==> config.mk <==
export PLATFORM = sky130hd
export DESIGN_NAME = seq_chunk_adder
export DESIGN_NICKNAME = d
export VERILOG_FILES = /design/src/rtl/seq_chunk_adder_pkg.sv /design/src/rtl/seq_chunk_adder_chunk.sv /design/src/rtl/seq_chunk_adder.sv
export SDC_FILE = /design/constraint.sdc
export NUM_CORES = 1
export LEC_CHECK = 0
export CORE_MARGIN = 2
export CORE_UTILIZATION = 55
export CTS_CLUSTER_DIAMETER = 100
export DETAILED_ROUTE_END_ITERATION = 7
export PLACE_DENSITY = 0.95
export SYNTH_ARGS = -nofsm -noshare
export SYNTH_HDL_FRONTEND = slang
export SYNTH_SLANG_ARGS = --single-unit
==> constraint.sdc <==
create_clock -name clk -period 7 [get_ports clk]
set_input_delay 1.4 -clock clk [delete_from_list [all_inputs] [get_ports clk]]
set_output_delay 1.4 -clock clk [all_outputs]
set_load 0.02 [all_outputs]
==> src/rtl/seq_chunk_adder_pkg.sv <==
`default_nettype none
// ============================================================================
//  Module      : seq_chunk_adder_pkg
//  Description : Shared types and helpers for the sequential chunked adder.
//                - state_e   : FSM state encoding (IDLE / RUN / DONE)
//                - cnt_width : chunk-counter width, max(1, clog2(n))
//                - full_add  : single-bit full adder, returns {carry, sum}
//  Revision    : 1.0 - initial release
// ============================================================================
package seq_chunk_adder_pkg;

  typedef enum logic [1:0] {
    ST_IDLE = 2'd0,
    ST_RUN  = 2'd1,
    ST_DONE = 2'd2
  } state_e;

  // A counter for a single chunk still needs one bit to exist.
  function automatic int cnt_width(input int n);
    int w;
    w = $clog2(n);
    return (w < 1) ? 1 : w;
  endfunction

  function automatic logic [1:0] full_add(input logic a, input logic b, input logic c);
    return {(a & b) | (a & c) | (b & c), a ^ b ^ c};
  endfunction

endpackage : seq_chunk_adder_pkg
`default_nettype wire

==> src/rtl/seq_chunk_adder_chunk.sv <==
`default_nettype none
// ============================================================================
//  Module      : chunk_adder
//  Description : Combinational CHUNK-bit ripple-carry adder built from the
//                shared full-adder cell.
//  Ports       : a_i, b_i   - CHUNK-bit addends
//                c_i        - carry in
//                sum_o      - CHUNK-bit sum
//                c_o        - carry out of the chunk MSB
//                c_msb_o    - carry into the chunk MSB (for signed overflow)
//  Revision    : 1.0 - initial release
// ============================================================================
module chunk_adder
  import seq_chunk_adder_pkg::*;
#(
  parameter int CHUNK = 8
) (
  input  logic [CHUNK-1:0] a_i,
  input  logic [CHUNK-1:0] b_i,
  input  logic             c_i,
  output logic [CHUNK-1:0] sum_o,
  output logic             c_o,
  output logic             c_msb_o
);

  logic [CHUNK:0] carry;

  assign carry[0] = c_i;

  for (genvar i = 0; i < CHUNK; i++) begin : g_bit
    assign {carry[i+1], sum_o[i]} = full_add(a_i[i], b_i[i], carry[i]);
  end

  assign c_o     = carry[CHUNK];
  assign c_msb_o = carry[CHUNK-1];

endmodule : chunk_adder
`default_nettype wire

==> src/rtl/seq_chunk_adder.sv <==
`default_nettype none
// ============================================================================
//  Module      : seq_chunk_adder
//  Description : Multi-cycle WIDTH-bit adder/subtractor that adds CHUNK bits
//                per clock, carrying between chunks in a register.
//  Ports       : clk, rst_n           - clock, synchronous active-low reset
//                in_valid / in_ready  - operand handshake (ready only in IDLE)
//                in1, in2, cin, sub   - operands, carry-in, subtract select
//                out_valid / out_ready- result handshake (valid only in DONE)
//                out, cout, ovf       - result, carry out, signed overflow
//  Revision    : 1.0 - initial release
// ============================================================================
module seq_chunk_adder
  import seq_chunk_adder_pkg::*;
#(
  parameter int WIDTH = 32,
  parameter int CHUNK = 8
) (
  input  logic             clk,
  input  logic             rst_n,
  input  logic             in_valid,
  output logic             in_ready,
  input  logic [WIDTH-1:0] in1,
  input  logic [WIDTH-1:0] in2,
  input  logic             cin,
  input  logic             sub,
  output logic             out_valid,
  input  logic             out_ready,
  output logic [WIDTH-1:0] out,
  output logic             cout,
  output logic             ovf
);

  localparam int            NC   = WIDTH / CHUNK;
  localparam int            CW   = cnt_width(NC);
  localparam logic [CW-1:0] LAST = CW'(NC - 1);

  state_e            state_q, state_d;
  logic [WIDTH-1:0]  a_q, b_q, res_q;
  logic              carry_q, cout_q, ovf_q;
  logic [CW-1:0]     cnt_q;

  logic [CHUNK-1:0]  a_chunk, b_chunk, sum_chunk;
  logic              chunk_co, chunk_cmsb;
  logic              last_chunk;

  // --------------------------------------------------------------------------
  // FSM: state register
  // --------------------------------------------------------------------------
  always_ff @(posedge clk) begin
    if (!rst_n) begin
      state_q <= ST_IDLE;
    end else begin
      state_q <= state_d;
    end
  end

  assign last_chunk = (cnt_q == LAST);

  // --------------------------------------------------------------------------
  // FSM: next-state logic
  // --------------------------------------------------------------------------
  always_comb begin
    state_d = state_q;
    case (state_q)
      ST_IDLE: if (in_valid)   state_d = ST_RUN;
      ST_RUN:  if (last_chunk) state_d = ST_DONE;
      ST_DONE: if (out_ready)  state_d = ST_IDLE;
      default:                 state_d = ST_IDLE;
    endcase
  end

  // --------------------------------------------------------------------------
  // FSM: outputs, decoded purely from the registered state
  // --------------------------------------------------------------------------
  always_comb begin
    in_ready  = (state_q == ST_IDLE);
    out_valid = (state_q == ST_DONE);
  end

  // --------------------------------------------------------------------------
  // Datapath
  // --------------------------------------------------------------------------
  always_comb begin
    a_chunk = a_q[int'(cnt_q)*CHUNK +: CHUNK];
    b_chunk = b_q[int'(cnt_q)*CHUNK +: CHUNK];
  end

  chunk_adder #(
    .CHUNK (CHUNK)
  ) u_chunk_adder (
    .a_i     (a_chunk),
    .b_i     (b_chunk),
    .c_i     (carry_q),
    .sum_o   (sum_chunk),
    .c_o     (chunk_co),
    .c_msb_o (chunk_cmsb)
  );

  always_ff @(posedge clk) begin
    if (!rst_n) begin
      a_q     <= '0;
      b_q     <= '0;
      res_q   <= '0;
      carry_q <= 1'b0;
      cout_q  <= 1'b0;
      ovf_q   <= 1'b0;
      cnt_q   <= '0;
    end else begin
      if (state_q == ST_IDLE && in_valid) begin
        // Subtraction is A + ~B + 1: invert B once here and seed the carry.
        a_q     <= in1;
        b_q     <= sub ? ~in2 : in2;
        carry_q <= sub ? 1'b1 : cin;
        cnt_q   <= '0;
      end
      if (state_q == ST_RUN) begin
        res_q[int'(cnt_q)*CHUNK +: CHUNK] <= sum_chunk;
        carry_q <= chunk_co;
        cnt_q   <= cnt_q + CW'(1);
        if (last_chunk) begin
          // Carry into the last chunk's MSB is the carry into bit WIDTH-1.
          cout_q <= chunk_co;
          ovf_q  <= chunk_co ^ chunk_cmsb;
        end
      end
    end
  end

  assign out  = res_q;
  assign cout = cout_q;
  assign ovf  = ovf_q;

endmodule : seq_chunk_adder
`default_nettype wire
======== Yosys cells after proc, flatten, opt, wreduce, memory -nomap -nowiden ========
Cells that the tools add are included.
storage, ports and cells
  register bits ........................... 103
  bits of input ports ..................... 70
  output and inout port bits .............. 36
  word-level logic and storage cells ...... 94
cells by class
  add/subtract/negate cells ............... 2
  equal/unequal tests ..................... 6
  shift operators ......................... 4
  multiplexer cells ....................... 11
  bitwise gates (word level) .............. 58
  reduce and logical (&&, ||, !) cells .... 5
operators by type and width
  kind                                                                      count
  32-bit by 6-bit variable part select with 8-bit output                    2
  5-bit negation with 33-bit output                                         1
  8-bit by 33-bit variable shift with 32-bit output (first input constant)  1
  8-bit by 33-bit variable part select with 32-bit output                   1
  32-bit bitwise mux                                                        1
  32-bit two-way mux                                                        1
  32-bit NOT                                                                1
  1-bit bitwise AND                                                         24
  1-bit XOR                                                                 17
  1-bit OR                                                                  16
  2-bit two-way mux                                                         5
  2-bit case mux with 3 select lines                                        1
  2-bit equality test (second input constant)                               2
  2-bit != test (second input constant)                                     2
  1-bit two-way mux                                                         3
  3-bit AND reduction                                                       1
  2-bit by 1-bit adder with 2-bit output (second input constant)            1
  2-bit by 1-bit equality test with 1-bit output (second input constant)    1
  2-bit logical NOT                                                         1
  2-bit by 1-bit != test with 1-bit output (second input constant)          1
  2-bit AND reduction                                                       1
  2-bit nonzero test                                                        1
  1-bit logical AND                                                         1

======== Longest topological paths before layout ========
  depth after elaboration ................. 26
  gate-level depth with buffers ........... 16
  depth with buffers taken out ............ 14

======== Cells and area by module ========
Synthesis repeated with hierarchy kept, for this count alone.
unflattened totals
  cell total of the unflattened synthesis .. 460
  area, all modules ....................... 4728.3 um2
by module, submodules not included
  module           instances  cells an instance  area each (um2)  sequential area each (um2)
  seq_chunk_adder  1          442                4530.6           2062.0
  chunk_adder      1          18                 197.7            0.0

======== Worst setup path before layout ========
OpenSTA, ideal clock, no wires.
  path kind ............................... register to register
  start ................................... register cnt_q[1]
  end ..................................... register res_q[31], in the netlist out[31]
  library setup time ...................... 0.114 ns
  arrival ................................. 4.470 ns
  data required time ...................... 6.886 ns
  setup slack ............................. 2.416 ns
  cell stages (with the launch flop) ...... 16
  clock period less this slack ............ 4.584 ns
  cell sequence ........................... dfxtp_1 -> buf_2 -> buf_1 -> mux4_2 -> fa_1 -> inv_1 -> fa_1 -> fa_1 -> fa_1 -> fa_1 -> fa_1 -> fa_1 -> inv_1 -> fa_1 -> nand2_1 -> a2bb2o_4
between the ends
  word-level cells in the longest chain between the ends .. 25
ends and longest elaborated chain
  item                                                                              line                                          source
  from (decl)                                                                       seq_chunk_adder.sv:41                         logic [CW-1:0] cnt_q;
  from (signal assigned)                                                            seq_chunk_adder.sv:120                        cnt_q <= cnt_q + CW'(1);
  32-bit by 6-bit variable part select with 8-bit output, on equally long branches  seq_chunk_adder.sv:85, seq_chunk_adder.sv:86
  1-bit bitwise AND                                                                 seq_chunk_adder_pkg.sv:26                     return {(a & b) | (a & c) | (b & c), a ^ b ^ c};
  1-bit OR (2 in series)                                                            seq_chunk_adder_pkg.sv:26
  1-bit bitwise AND                                                                 seq_chunk_adder_pkg.sv:26
  1-bit OR (2 in series)                                                            seq_chunk_adder_pkg.sv:26
  1-bit bitwise AND                                                                 seq_chunk_adder_pkg.sv:26
  1-bit OR (2 in series)                                                            seq_chunk_adder_pkg.sv:26
  1-bit bitwise AND                                                                 seq_chunk_adder_pkg.sv:26
  [3 not listed]                                                                    -
  1-bit OR (2 in series)                                                            seq_chunk_adder_pkg.sv:26
  1-bit bitwise AND                                                                 seq_chunk_adder_pkg.sv:26
  1-bit OR (2 in series)                                                            seq_chunk_adder_pkg.sv:26
  1-bit bitwise AND                                                                 seq_chunk_adder_pkg.sv:26
  1-bit OR (2 in series)                                                            seq_chunk_adder_pkg.sv:26
  1-bit XOR                                                                         seq_chunk_adder_pkg.sv:26
  8-bit by 33-bit variable part select with 32-bit output                           seq_chunk_adder.sv:118                        res_q[int'(cnt_q)*CHUNK +: CHUNK] <= sum_chunk;
  32-bit bitwise mux (*)                                                            seq_chunk_adder.sv:118
  to (signal, indexed assignment)                                                   seq_chunk_adder.sv:118
  to (decl)                                                                         seq_chunk_adder.sv:39                         logic [WIDTH-1:0] a_q, b_q, res_q;
Every way passes the cells marked *; elsewhere a longest branch is shown, timed or not.
A chain may end at the register's enable or synchronous reset.

======== Final worst setup path ========
Same ends and word-level chain as after synthesis.

==> flow_summary.ini <==
[run_status]
outcome = complete, no violations

[timing]
finalSetupTns_ps = 0
slew_headroom = 0.2848
fin_ws_ps = 2014
rsz0062_at_grt = false
drv_slew = 0
finalSetupViolCount = 0
tightest_slew_ps = 1073
hold_viol_final = 0
clock_skew_ps = 5.611
max_freq_ghz = 0.2006
fin_crit_ps = 4986
finalCritPeriodShare = 0.7122

[die]
die_h_um = 97.41
row_count = 34
dieArea_mm2 = 0.009488
core_area_mm2 = 0.008593
die_w_um = 97.41
pin_count = 106
initial_core_util = 0.5584

[finish]
final_cells = 659
nets = 631
final_cell_mix = 105 x nand2_1, 103 x dfxtp_1, 103 x clkdlybuf4s50_1, 33 x xnor2_1, 32 x o211a_1
design_area_mm2 = 0.006013
drive_gt1_frac = 0.07985
multiInputGateArea_mm2 = 0.002495
num-fill-cells = 618
mostFrequentLayoutCell = nand2_1
seqCellArea_mm2 = 0.002062
area_growth_pct = 25.32
diodes = 0

[global_routing]
grt_use_total = 0.2337
antenna_found_initial = 0
grt_pass1_vias = 3717
grt_max_degree = 97
grt_pass1_wl_mm = 17.84
grt-ovfl-total = 0

[power]
leakage_nw = 2.417
p_per_area_mw_per_mm2 = 207.1
ir_drop_uv = 128.8

[critical_path]
worstSetupStartpointType = flip-flop
critical_path_peak_fanout = 21
reg2reg_depth = 13
worst_ep_arrival_time_ps = 5250
r2r_start = cnt_q[1]
r2r-end = out[31]
cp.required_ps = 7270
r2r_setup_slack_ps = 2010
critical_path_class = reg -> reg
cp-end-kind = flip-flop

[logic_synthesis]
synth_seq_area_share = 0.4297
synth_cell_type_count = 35
synth_area_mm2 = 0.004798
synth_cells = 464
synth-seq-cells = 103
syn_avg_cell_area_um2 = 10.34
ys.warnings.count = 0
synth_nets = 548

[flow_run]
cap_violations = 0

[route]
wl_per_cell_um = 16.77
drc = 0
initialDrtViolationCount = 234
wl_mm = 11.05
ant_nets = 0
viasPerCell = 5.554
vias = 3660
drtPass1Iterations = 4

[placement]
port_buffers = 105
place.gp.congestion = 0.8102
placed_cells_incl_taps = 644
placed_area_mm2 = 0.005816
dpl_worst_slack_ps = 2073
dp_hpwl_mm = 8.078

[min_path]
holdPathStages = 2
min_from = a_q[22]
worstHoldPathType = reg -> reg
holdPathEnd = a_q[22]

[clock_tree]
ctsResizeCount = 0
clock_path_buffers = 2
cts_root_buf = clkbuf_8
cts_tree = done
postCtsSetupBuffers = 0
cts_made_buffers = 9
cts_sinks = 103
path_clk_slew_ps = 90
hold_buffers = 0
cts_max_level = 3
clk_latency_ps = 360
[flip-flops by register name (all words and copies together) (netlist names)]
signal,cells
carry_q,1
a_q,32
b_q,32
out,32
state_q,2
ovf,1
cout,1
cnt_q,2
[cell families (layout without fill, tap and decap cells)]
kind of cell	Yosys count	in the layout	synth area share
AOI/OAI and AO/OA	109	109	0.2037
xor gates and xnor gates	33	33	0.06024
DFF	103	103	0.4297
buffers and inverters	52	139	0.05163
and+or+nand+nor	136	136	0.1286
adders and majority gates	14	14	0.04902
muxes	17	17	0.07718
[layout make-up]
cell class                 instances  share of cell area
clock inverter                     3            0.007074
multi-input combinational        309              0.4149
sequential                       103              0.3429
clock buffer                      12             0.02580
inverter                          16            0.009988
timing repair buffer             108              0.1769
tap                              108             0.02247
[power breakdown]
group / total [mW] / switching, mW / internal, mW
Clock: 0.372 / 0.189 / 0.183
Sequential: 0.644 / 0.0246 / 0.619
Combinational: 0.230 / 0.111 / 0.119
[critical path: stages, from the launching register on]
cell and delay [ps]:
dfxtp_1 920, mux4_2 370, fa_1 190, inv_1 60
fa_1 390, fa_1 400, fa_1 390, fa_1 420
fa_1 400, fa_1 420, inv_1 100, fa_1 470
nand2_1 130, a2bb2o_4 230
[worst max-delay path by stage]
stage | from | slack [ps] | end
after floorplan | cnt_q[1] | 2420 | out[31]
final | cnt_q[1] | 2010 | out[31]
after global placement | cnt_q[1] | 2230 | out[31]
after CTS | cnt_q[1] | 2060 | out[31]
after global routing | cnt_q[1] | 1820 | out[31]
after detailed placement | cnt_q[1] | 2070 | out[31]
[stage by stage]
step           hold WS (ps)    util  total power [mW]
3_3_place_gp          441.6  0.6768            0.8734
2_1_floorplan         431.9       -            0.7979
5_1_grt               483.1  0.6998             1.295
6_report              461.2  0.6998             1.246
3_5_place_dp          447.6  0.6768            0.8854
4_1_cts               460.5  0.6998             1.247
[Yosys cell counts]
library cell | count | share of area
a21boi_0 | 18 | 0.028
a21boi_1 | 18 | 0.028
a21boi_2 | 4 | 0.0094
a22o_1 | 12 | 0.022
a2bb2o_1 | 1 | 0.0021
a2bb2o_4 | 2 | 0.0083
a32o_1 | 5 | 0.010
and2_1 | 1 | 0.0013
buf_1 | 1 | 0.00078
buf_2 | 18 | 0.019
buf_4 | 4 | 0.0063
buf_6 | 2 | 0.0047
clkbuf_1 | 11 | 0.0086
dfxtp_1 | 103 | 0.43
fa_1 | 8 | 0.033
ha_1 | 6 | 0.016
inv_1 | 16 | 0.013
mux2i_1 | 1 | 0.0021
mux4_2 | 16 | 0.075
nand2_1 | 105 | 0.082
nand2b_1 | 8 | 0.010
nand3_1 | 2 | 0.0021
nand3b_1 | 1 | 0.0016
nand4_2 | 1 | 0.0026
nand4bb_1 | 1 | 0.0023
nor2_1 | 3 | 0.0023
nor2b_1 | 10 | 0.013
nor3b_2 | 1 | 0.0026
nor4_4 | 1 | 0.0044
o211a_1 | 32 | 0.067
o21ai_0 | 3 | 0.0031
o21bai_1 | 1 | 0.0016
o2bb2ai_1 | 13 | 0.024
or3b_1 | 2 | 0.0037
xnor2_1 | 33 | 0.060
[metal layers]
metal	routed length [um]	global-route usage	up-vias
li1	-	-	1765
met1	4419	0.2798	1754
met2	5744	0.4069	125
met3	645	0.05755	16
met4	242	0.08654	0
met5	0	0	-
(Power assumes the default switching activity.)
